## src/rtl/cache_pkg.sv

```systemverilog
// Shared cache geometry and the refill controller state encoding.
package cache_pkg;
   localparam int TAG_W  = 28;
   localparam int IDX_W  = 2;
   localparam int ADDR_W = 32;
   localparam int DATA_W = 32;

   typedef enum logic [1:0] {
      ST_IDLE,
      ST_REQ,
      ST_WAIT,
      ST_FILL
   } refill_state_t;
endpackage

```

## src/rtl/cache_refill_ctrl.sv

```systemverilog
// Single-word cache miss refill: accept miss, request memory, wait with timeout,
// then strobe one fill/response cycle.
module cache_refill_ctrl
   import cache_pkg::*;
#(
   parameter int TIMEOUT_CYCLES = 64,
   parameter int MISS_CNT_W     = 16
) (
   input  logic                  clk,
   input  logic                  reset,
   input  logic                  miss_valid,
   input  logic [ADDR_W-1:0]     miss_addr,
   output logic                  miss_ready,
   output logic                  mem_req_valid,
   input  logic                  mem_req_ready,
   output logic [ADDR_W-1:0]     mem_req_addr,
   input  logic                  mem_rsp_valid,
   input  logic [DATA_W-1:0]     mem_rsp_data,
   output logic                  fill_we,
   output logic [IDX_W-1:0]      fill_index,
   output logic [TAG_W-1:0]      fill_tag,
   output logic [DATA_W-1:0]     fill_data,
   output logic                  resp_valid,
   output logic                  err_timeout,
   output logic [MISS_CNT_W-1:0] miss_count
);
   localparam int TIMER_W = (TIMEOUT_CYCLES > 1) ? $clog2(TIMEOUT_CYCLES) : 1;
   localparam logic [TIMER_W-1:0] TIMER_LAST = TIMER_W'(TIMEOUT_CYCLES - 1);

   refill_state_t          state_reg, state_next;
   logic [ADDR_W-1:2]      addr_reg;
   logic [DATA_W-1:0]      data_reg;
   logic [TIMER_W-1:0]     timer_reg;
   logic [MISS_CNT_W-1:0]  count_reg;
   logic                   err_reg;
   logic                   capture_miss;
   logic                   capture_rsp;
   logic                   timeout_hit;
   logic                   unused_addr_lsbs;

   // Byte offset within the word never reaches memory or the arrays.
   assign unused_addr_lsbs = ^miss_addr[1:0];

   always_ff @(posedge clk or posedge reset) begin
      if (reset) begin
         state_reg <= ST_IDLE;
      end else begin
         state_reg <= state_next;
      end
   end

   always_comb begin
      state_next    = state_reg;
      capture_miss  = 1'b0;
      capture_rsp   = 1'b0;
      timeout_hit   = 1'b0;
      miss_ready    = 1'b0;
      mem_req_valid = 1'b0;
      fill_we       = 1'b0;
      case (state_reg)
         ST_IDLE: begin
            // Gate with reset so nothing is offered while reset is held.
            miss_ready = !reset;
            if (miss_valid) begin
               capture_miss = 1'b1;
               state_next   = ST_REQ;
            end
         end
         ST_REQ: begin
            mem_req_valid = 1'b1;
            if (mem_req_ready) begin
               state_next = ST_WAIT;
            end
         end
         ST_WAIT: begin
            // A response arriving on the last timer cycle still wins.
            if (mem_rsp_valid) begin
               capture_rsp = 1'b1;
               state_next  = ST_FILL;
            end else if (timer_reg == TIMER_LAST) begin
               timeout_hit = 1'b1;
               state_next  = ST_IDLE;
            end
         end
         ST_FILL: begin
            fill_we    = 1'b1;
            state_next = ST_IDLE;
         end
         default: state_next = ST_IDLE;
      endcase
   end

   always_ff @(posedge clk or posedge reset) begin
      if (reset) begin
         addr_reg  <= '0;
         data_reg  <= '0;
         timer_reg <= '0;
         count_reg <= '0;
         err_reg   <= 1'b0;
      end else begin
         err_reg <= timeout_hit;
         if (capture_miss) begin
            addr_reg <= miss_addr[ADDR_W-1:2];
            if (count_reg != {MISS_CNT_W{1'b1}}) begin
               count_reg <= count_reg + 1'b1;
            end
         end
         if (capture_rsp) begin
            data_reg <= mem_rsp_data;
         end
         // Held at zero outside WAIT, so every WAIT entry starts from zero.
         if (state_reg == ST_WAIT) begin
            timer_reg <= timer_reg + 1'b1;
         end else begin
            timer_reg <= '0;
         end
      end
   end

   assign mem_req_addr = {addr_reg, 2'b00};
   assign fill_index   = addr_reg[2 +: IDX_W];
   assign fill_tag     = addr_reg[ADDR_W-1 -: TAG_W];
   assign fill_data    = data_reg;
   assign resp_valid   = fill_we;
   assign err_timeout  = err_reg;
   assign miss_count   = count_reg;
endmodule

```

## config.mk

```make
export PLATFORM = sky130hd
export DESIGN_NAME = cache_refill_ctrl
export DESIGN_NICKNAME = d
export VERILOG_FILES = /design/src/rtl/cache_pkg.sv /design/src/rtl/cache_refill_ctrl.sv
export SDC_FILE = /design/constraint.sdc
export NUM_CORES = 1
export LEC_CHECK = 0
export ABC_AREA = 1
export CORE_MARGIN = 4
export CORE_UTILIZATION = 42
export CTS_CLUSTER_DIAMETER = 40
export DETAILED_ROUTE_END_ITERATION = 8
export PLACE_DENSITY = 0.8
export SETUP_SLACK_MARGIN = 0.2
export SYNTH_ARGS = -nofsm -noshare
export SYNTH_HDL_FRONTEND = slang
export SYNTH_SLANG_ARGS = --single-unit
```

## constraint.sdc

```tcl
create_clock -name clk -period 3 [get_ports clk]
set_clock_uncertainty 0.15 [all_clocks]
set_input_delay 0.3 -clock clk [delete_from_list [all_inputs] [get_ports clk]]
set_output_delay 0.3 -clock clk [all_outputs]
set_load 0.01 [all_outputs]
```

Word-level counts from Yosys, hierarchy flattened
Cells that the tools add are included.
W data, S select, Z words.
{"block": "classes", "n_addsub": 2, "n_eq_ne": 8, "muxes": 16, "reduce_logical": 4}
{"cell": "$add A16 B1 Y16 const B", "count": 1}
{"cell": "$ne A16 B16 Y1 const B", "count": 1}
{"cell": "$mux W1", "count": 10}
{"cell": "$mux W2", "count": 4}
{"cell": "$pmux W2 S4", "count": 1}
{"cell": "$add A6 B1 Y6 const B", "count": 1}
{"cell": "$eq A6 B6 Y1 const B", "count": 1}
{"cell": "$mux W6", "count": 1}
{"cell": "$eq A2 B2 Y1 const B", "count": 2}
{"cell": "$ne A2 B2 Y1 const B", "count": 2}
{"cell": "$ne A3 B3 Y1 const B", "count": 1}
{"cell": "$reduce_and A3 Y1", "count": 1}
{"cell": "$eq A2 B1 Y1 const B", "count": 1}
{"cell": "$logic_not A2 Y1", "count": 1}
{"cell": "$reduce_and A2 Y1", "count": 1}
{"cell": "$logic_not A1 Y1", "count": 1}
{"block": "word_totals", "reg_bits": 87, "inputBits": 69, "out_inout_bits": 115, "word_cells": 36}

Depth between registers and ports, before layout
Gate-level depths: netlist (run 1).
{"block": "logic_depth", "depth_word": 4, "ltp_mapped": 9, "ltp_nobuf": 9}

Worst setup path after synthesis (run 1)
Ideal clock, no wire load.
{"block": "synth_timing", "kind": "register -> register", "startpoint": "reg count_reg[0], in the netlist miss_count[0]", "endpoint": "reg count_reg[7], in the netlist miss_count[7]", "setup_time_ns": 0.118, "arrival_ns": 1.298, "t_required_ns": 2.732, "setup_slack_ns": 1.434, "stages_incl_launch_ff": 9, "n_path_buf": 1, "synth_period_minus_slack_ns": 1.566, "path_cell_list": "dfrtp_1 -> ha_1 -> nand3_2 -> inv_1 -> nand2_1 -> nor2_1 -> nor2_1 -> buf_6 -> o21ai_2"}
{"block": "synth_between", "elab_chain_cells": 2, "word_cells_on_any_way": 3, "cone_classes": "add/sub (1); eq/ne (1); reduce/logical (1)"}
{"item": "start, declared", "line": "cache_refill_ctrl.sv:34", "rtl": "logic [MISS_CNT_W-1:0] count_reg;"}
{"item": "start signal, assigned", "line": "cache_refill_ctrl.sv:105", "rtl": "count_reg <= count_reg + 1'b1;"}
{"item": "parallel branches: the longest is 2 deep, another holds $add A16 B1 Y16"}
Parallel ways; which one is timed is not known.
A chain may end at the register's enable or synchronous reset.

Worst setup path in the final report (run 1)
{"block": "layout_timing", "startpoint": "reg state_reg[1]", "endpoint": "out miss_ready"}
{"block": "layout_between", "elab_chain_cells": 2}
{"item": "start, declared", "line": "cache_refill_ctrl.sv:30", "rtl": "refill_state_t state_reg, state_next;"}
{"item": "start signal, assigned", "line": "cache_refill_ctrl.sv:48", "rtl": "state_reg <= state_next;"}
{"item": "$logic_not A2 Y1", "line": "cache_refill_ctrl.sv:60", "rtl": "case (state_reg)"}
{"item": "$mux W1", "line": "cache_refill_ctrl.sv:60"}
{"item": "end, declared", "line": "cache_refill_ctrl.sv:13", "rtl": "output logic miss_ready,"}
No other way between the ends.

==> results.md, run 1 <==
- Clk sinks: 87
- Router iterations before antenna repair: 4
- Cts bufs inserted: 9
- Cell leakage power: 2.84 nW
- Worst slew pin tran: 0.749 ns
- Met1 Routed Length: approximately 4100 um
- RSZ-0062 raised after global routing: false
- IO buf count: 179
- HPWL Detailed: 7560 um
- #FFs+latches synth: a little under 90
- Largest stage delay on the critical path: around 0.54 ns
- Final Hold Viols: 0
- Reg-to-reg slack, setup: approximately 0.94 ns
- Slew Viols, Final: 0
- Met3 Wirelength: between 700 and 800 um
- Max-cap check violation count: 0
- Mapped cell area: 4020 um^2
- Count of final setup violators: 0
- Post-CTS Repair Setup Buffers: 0
- Crit path max-delay family: buffers and inverters
- Arr. time, crit path: approximately 1.7 ns
- DRC: 0
- CP bufs+invs: 2
- Largest family of logic cells by synthesized area: simple AND/OR/NAND/NOR gates
- Max Fclk: approximately 480 MHz
- Hold crit path type: in2async
- Met2 wire length: 5070 um
- Post-cts resize count: 0
- Die span in y: between 100 and 150 um
- Clock buffer depth: 2
- Most common cell after layout, fill and taps aside: nand2_1
- Worst EP required: 2.55 ns
- Commonest cells after routing, fill and taps aside: nand2_1 (263), clkdlybuf4s50_1 (179), dfrtp_1 (87)
- Largest net degree at the start of global routing: 38
- Antenna-violating nets left: 0
- Gpl congestion: approximately 0.87
- Run status: completed
- Core Footprint: between 9000 and 10000 um^2
- Die width: about 110 um
- Synth warn: 0
- Reg2reg start: miss_count[0]
- Power per standard cell area: slightly below 900 nW/um^2
- EDFF count, synth: 0
- FF-to-FF path depth: 8
- Cell Chain, Critical Path: nor2_2 -> inv_1 -> nor2_1 -> clkdlybuf4s50_1
- Dpl ws: 0.897 ns
- Final WL: 10000 um
- Minimum clock period: about 2.1 ns
- Hold_ws: about 0.24 ns
- Initial antenna violation count: 0
- Wire length per cell: around 13 um
- Die area: between 10000 and 15000 um^2
- CTS tree: done
- Fin Setup TNS: 0 ns
- Distinct cell type count after synthesis: 27
- Xor/xnor share of the synthesized area: 0.0131
- Final period util: 0.702
- Worst R2R End: miss_count[7]
- Fill cells: 820
- Max FFs per register: 32
- Post-synthesis mux area share: 0
- Latest clock arrival within the worst-skew pair: 0.34 ns
- Nets: about 720
- Ys flop type: dfrtp_1
- Post-synthesis sequential area ratio: 0.542
- Crit-path max FO: 6
- Root Buffer: clkbuf_8
- Total number of vias: ~3500
- Worst-path clk slew: around 0.090 ns
- Row Count: 35
- Share of layout cells above drive strength 1: 0.0457
- Post-Synth Simple-Gate Area: 0.317
- Vias in the first global route: about 3500
- 1st-iter DRT viols: about 110
- CTS Hold Buffers Added: 0
- Critical path class: reg2out
- Global route overflow: 0
- Initial Util: 0.433
- Ports: between 150 and 200
- First-pass GRT wire length: roughly 17000 um
- Adder-cell area share of the yosys netlist: 0.00623
- Area grow syn2layout: 47.1%
- Ant diodes: 0
- Highest-delay cell along the critical path: clkdlybuf4s50_1
- Element type at the critical path start: register
- H-tree levels: 3
- Worst vdd ir: about 0.43 mV
- Worst rel slew slack: 0.499
- Async SR Flop Fraction: 1.00
- GR Util All Layers: 0.182
- Top Metal Used: met4
- CP endpoint kind: output port
- Synth Instances: between 500 and 600
- Compound-Gate Fraction of Synth Area: 0.0134
- Setup ws final: 0.895 ns
- Syn Area/Cell: 8.01 um^2
- Via-per-instance ratio: 4.51
[through the flow]
step	power, mW	util	instance area [um^2]	instances
floorplan	3.20	-	4020	503
global placement	4.42	0.614	5700	769
detailed placement	4.49	0.614	5700	769
CTS	5.36	0.637	5910	785
global route	5.65	0.637	5910	785
finish	5.27	0.637	5910	785
[kinds of logic (layout without fill, tap and decap cells)]
logic type | Yosys count | count (layout)
buf+inv | 76 | 229
flops | 87 | 87
xor+xnor | 6 | 6
other cells | 1 | 2
simple gates | 321 | 321
compound gates | 9 | 9
fa+ha+maj | 2 | 2
[how the worst max path moves through the flow]
stage / cells after the start / from / endpoint / slack, ns
2_1_floorplan: 1 / reset / addr_reg[10] / 0.30
3_3_place_gp: 6 / miss_valid / miss_count[6] / 0.91
3_5_place_dp: 6 / miss_valid / miss_count[5] / 0.90
4_1_cts: 4 / state_reg[1] / miss_ready / 0.86
5_1_grt: 8 / miss_count[0] / miss_count[7] / 0.74
6_report: 4 / state_reg[1] / miss_ready / 0.90
[per-layer routing]
layer  vias up  track usage
met4         0       0.0592
met1      1629        0.219
met5         -            0
met2       105        0.311
met3        18       0.0570
li1       1786            -
[synthesized netlist by cell type (2+ instances only)]
| library cell | n | area share |
|---|---|---|
| nand2_1 | 263 | 0.25 |
| dfrtp_1 | 87 | 0.54 |
| buf_4 | 33 | 0.062 |
| nor2_1 | 30 | 0.028 |
| inv_1 | 27 | 0.025 |
| nand3_1 | 10 | 0.012 |
| nand4_1 | 7 | 0.011 |
| buf_2 | 6 | 0.0075 |
| clkbuf_1 | 6 | 0.0056 |
| xnor2_1 | 6 | 0.013 |
| o21ai_0 | 3 | 0.0037 |
| a21oi_1 | 2 | 0.0025 |
| buf_6 | 2 | 0.0056 |
| ha_1 | 2 | 0.0062 |
| nand2_2 | 2 | 0.0031 |
| nand3_2 | 2 | 0.0050 |
| nor2_2 | 2 | 0.0031 |
| nor3_1 | 2 | 0.0025 |
| nor3b_1 | 2 | 0.0037 |
[power by group]
group / internal (mW) / switching [mW] / total [mW]
clock network: 0.433 / 0.398 / 0.831
registers: 1.61 / 0.339 / 1.95
logic: 1.37 / 1.12 / 2.50
[layout make-up]
cell class	instances	area (um^2)	share of cell area
well taps	129	161	0.0273
clock buffers	12	155	0.0262
repair buffers	184	1840	0.311
flip-flops and latches	87	2180	0.368
inverters	29	110	0.0186
clock inverters	4	53.8	0.00910
multi-input cells	340	1410	0.239
No activity file was read; power rests on OpenSTA's default activity.
==> inputs of run 2 (changes only) <==
==> constraint.sdc (replaced) <==
create_clock -name clk -period 2.16 [get_ports clk]
set_clock_uncertainty 0.15 [all_clocks]
set_input_delay 0.216 -clock clk [delete_from_list [all_inputs] [get_ports clk]]
set_output_delay 0.216 -clock clk [all_outputs]
set_load 0.01 [all_outputs]
==> run 2 against run 1 <==
  * Hold slack better by 0.0086 ns
  * Sequential cell count stayed put
  * Die area stayed put
  * Critical path depth stayed put
  * Non-clock buffer count is 5 higher
  * Largest cell class unchanged
  * Setup slack worse by 0.60 ns
  * First-iteration DRC count is 12% lower
  * Total power is 40% higher
  * Global-route usage is 0.071 points lower
  * Cell count is 0.51% higher
==> results.md, run 2 (same netlist as run 1, synthesis figures left out) <==
- Final core utilization: 0.640 (+0.00270)
- WHS Path Cells: 3
- CTS Hold Buffers Added: 0 (unchanged)
- Fin Setup TNS: 0 ns (unchanged)
- Final WL: 10100 um (+0.72%)
- Share of layout cells above drive strength 1: 0.0545 (+0.00881)
- Power per standard cell area: 1240 nW/um^2 (+39%)
- Worst slew pin tran: 0.562 ns (-0.188 ns)
- Worst EP required: 1.79 ns (-0.76 ns)
- Worst-path clk slew: 0.09 ns (about the same)
- First-pass GRT wire length: 16500 um (-0.71%)
- Clk sinks: 87 (unchanged)
- Count of final setup violators: 0 (unchanged)
- Cts bufs inserted: 9 (unchanged)
- Antenna-violating nets left: 0 (unchanged)
- Largest net degree at the start of global routing: 45 (+18%)
- Design Area, Final: 5940 um^2 (+0.42%)
- Clock buffer depth: 2 (unchanged)
- Latest clock arrival within the worst-skew pair: 0.34 ns (about the same)
- Total number of vias: 3519 (-0.54%)
- Hold crit path type: in2reg
- Fill cells: 793 (-3.3%)
- Die width: 106 um (unchanged)
- Max-cap check violation count: 0 (unchanged)
- Worst rel slew slack: 0.626 (+0.127)
- GR Util All Layers: 0.182 (-0.000712)
- Gate power share: 0.477 (+0.004)
- Cell leakage power: 2.86 nW (+0.77%)
- Via-per-instance ratio: 4.46 (-1.0%)
- Root Buffer: clkbuf_8
- Worst vdd ir: 0.689 mV (+59%)
- Power share of the clock group: 0.157 (about the same)
- Max FFs per register: 32 (unchanged)
- Element type at the critical path start: register
- Crit-path max FO: 5 (-1)
- 1st-iter DRT viols: 99 (-12%)
- Commonest cells after routing, fill and taps aside: nand2_1 (263), clkdlybuf4s50_1 (178), dfrtp_1 (86)
- Area grow syn2layout: 47.8%
- Hold_ws: 0.253 ns (+0.00856 ns)
- Global route overflow: 0 (unchanged)
- Router iterations before antenna repair: 6 (+2)
- Initial antenna violation count: 0 (unchanged)
- Row Count: 35 (unchanged)
- Area of the multi-input gates: 1410 um^2 (unchanged)
- DRC: 0 (unchanged)
- Share of power burned in registers: 0.366 (-0.003)
- Minimum clock period: 1.86 ns
- FF-to-FF path depth: 9 (+1)
- Final Hold Viols: 0 (unchanged)
- Gpl congestion: 0.808 (-7.1%)
- Final period util: 0.862
- Sw frac: 0.353 (about the same)
- CP endpoint kind: output port
- RSZ-0062 raised after global routing: false
- Run status: completed
- Register area: 2180 um^2 (about the same)
- Die area: 11200 um^2 (unchanged)
- Wire length per cell: 12.8 um (+0.21%)
- Core Footprint: 9280 um^2 (unchanged)
- Max Fclk: around 540 MHz
- Int Power: 4.77 mW (+40%)
- Vias in the first global route: 3512 (+1.1%)
- Arr. time, crit path: 1.50 ns (-0.15 ns)
- Initial Util: 0.433 (unchanged)
- Psw: 2.60 mW (+40%)
- Die span in y: 106 um (unchanged)
- Nets: 727 (+0.69%)
- CTS tree: done
- Ports: 184 (unchanged)
- HPWL Detailed: 7670 um (+1.5%)
- IO buf count: 179 (unchanged)
- Ant diodes: 0 (unchanged)
- Slew Viols, Final: 0 (unchanged)
- Critical path class: reg2out
- H-tree levels: 3 (unchanged)
- Most common cell after layout, fill and taps aside: nand2_1
- Post-DP Area: 5720 um^2 (+0.35%)
==> run 2: cell count changes in the layout (fill, tap and decap cells not counted), sizes merged <==
cell           delta
buf               +5
dlygate4sd2       +1
clkdlybuf4s50     -1
clkbuf            -1
==> run 2: stage by stage <==
stage / setup slack, ns / power, mW / std cells
floorplan: 0.594 / 4.45 / 503
global placement: 0.405 / 6.16 / 773
detailed placement: 0.362 / 6.28 / 773
CTS: 0.250 / 7.47 / 788
global route: 0.201 / 7.87 / 789
finish: 0.299 / 7.37 / 789
==> run 2: what timing repair did <==
| action | in CTS | in global routing |
|---|---|---|
| setup buffers | 0 | 1 |
| setup endpoints to repair | 1 | 1 |
| resized for setup | 2 | 0 |
==> run 2: path summary, 6_finish.rpt <==
path                                from       endpoint  slack, ns
max in group asynchronous          reset   state_reg[1]       1.17
min in group asynchronous          reset   fill_data[1]       0.28
hold reg to reg             fill_data[2]   fill_data[2]       0.33
setup reg to reg           miss_count[1]  miss_count[7]       0.47
hold / removal             miss_addr[18]   addr_reg[18]       0.25
setup / recovery            state_reg[1]  mem_req_valid       0.30
==> run 2: cell type report <==
cell class,instances,area share
flip-flops and latches,87,0.367
repair buffers,189,0.314
inverters,29,0.0190
well taps,129,0.0272
clock buffers,11,0.0255
clock inverters,4,0.00927
multi-input cells,340,0.238
==> run 2: power by group through the flow <==
stage          registers (mW)  clock network [mW]  logic, mW
2_1_floorplan            2.93                   0       1.52
3_3_place_gp             2.69                   0       3.47
3_5_place_dp             2.72                   0       3.55
4_1_cts                  2.71                1.20       3.56
5_1_grt                  2.79                1.27       3.81
6_report                 2.70                1.16       3.51
==> run 2: critical path: stages (launching register included) <==
cell and delay [ns]:
dfrtp_2 0.44, inv_1 0.06, nand2_1 0.07, inv_1 0.06
clkdlybuf4s50_1 0.52
==> run 2: layer usage <==
layer	global-route usage	up-vias	wire [um]
met5	0	-	0
met4	0.0629	0	103
met3	0.0594	9	795
met2	0.325	104	5190
met1	0.202	1611	4020
li1	-	1795	-
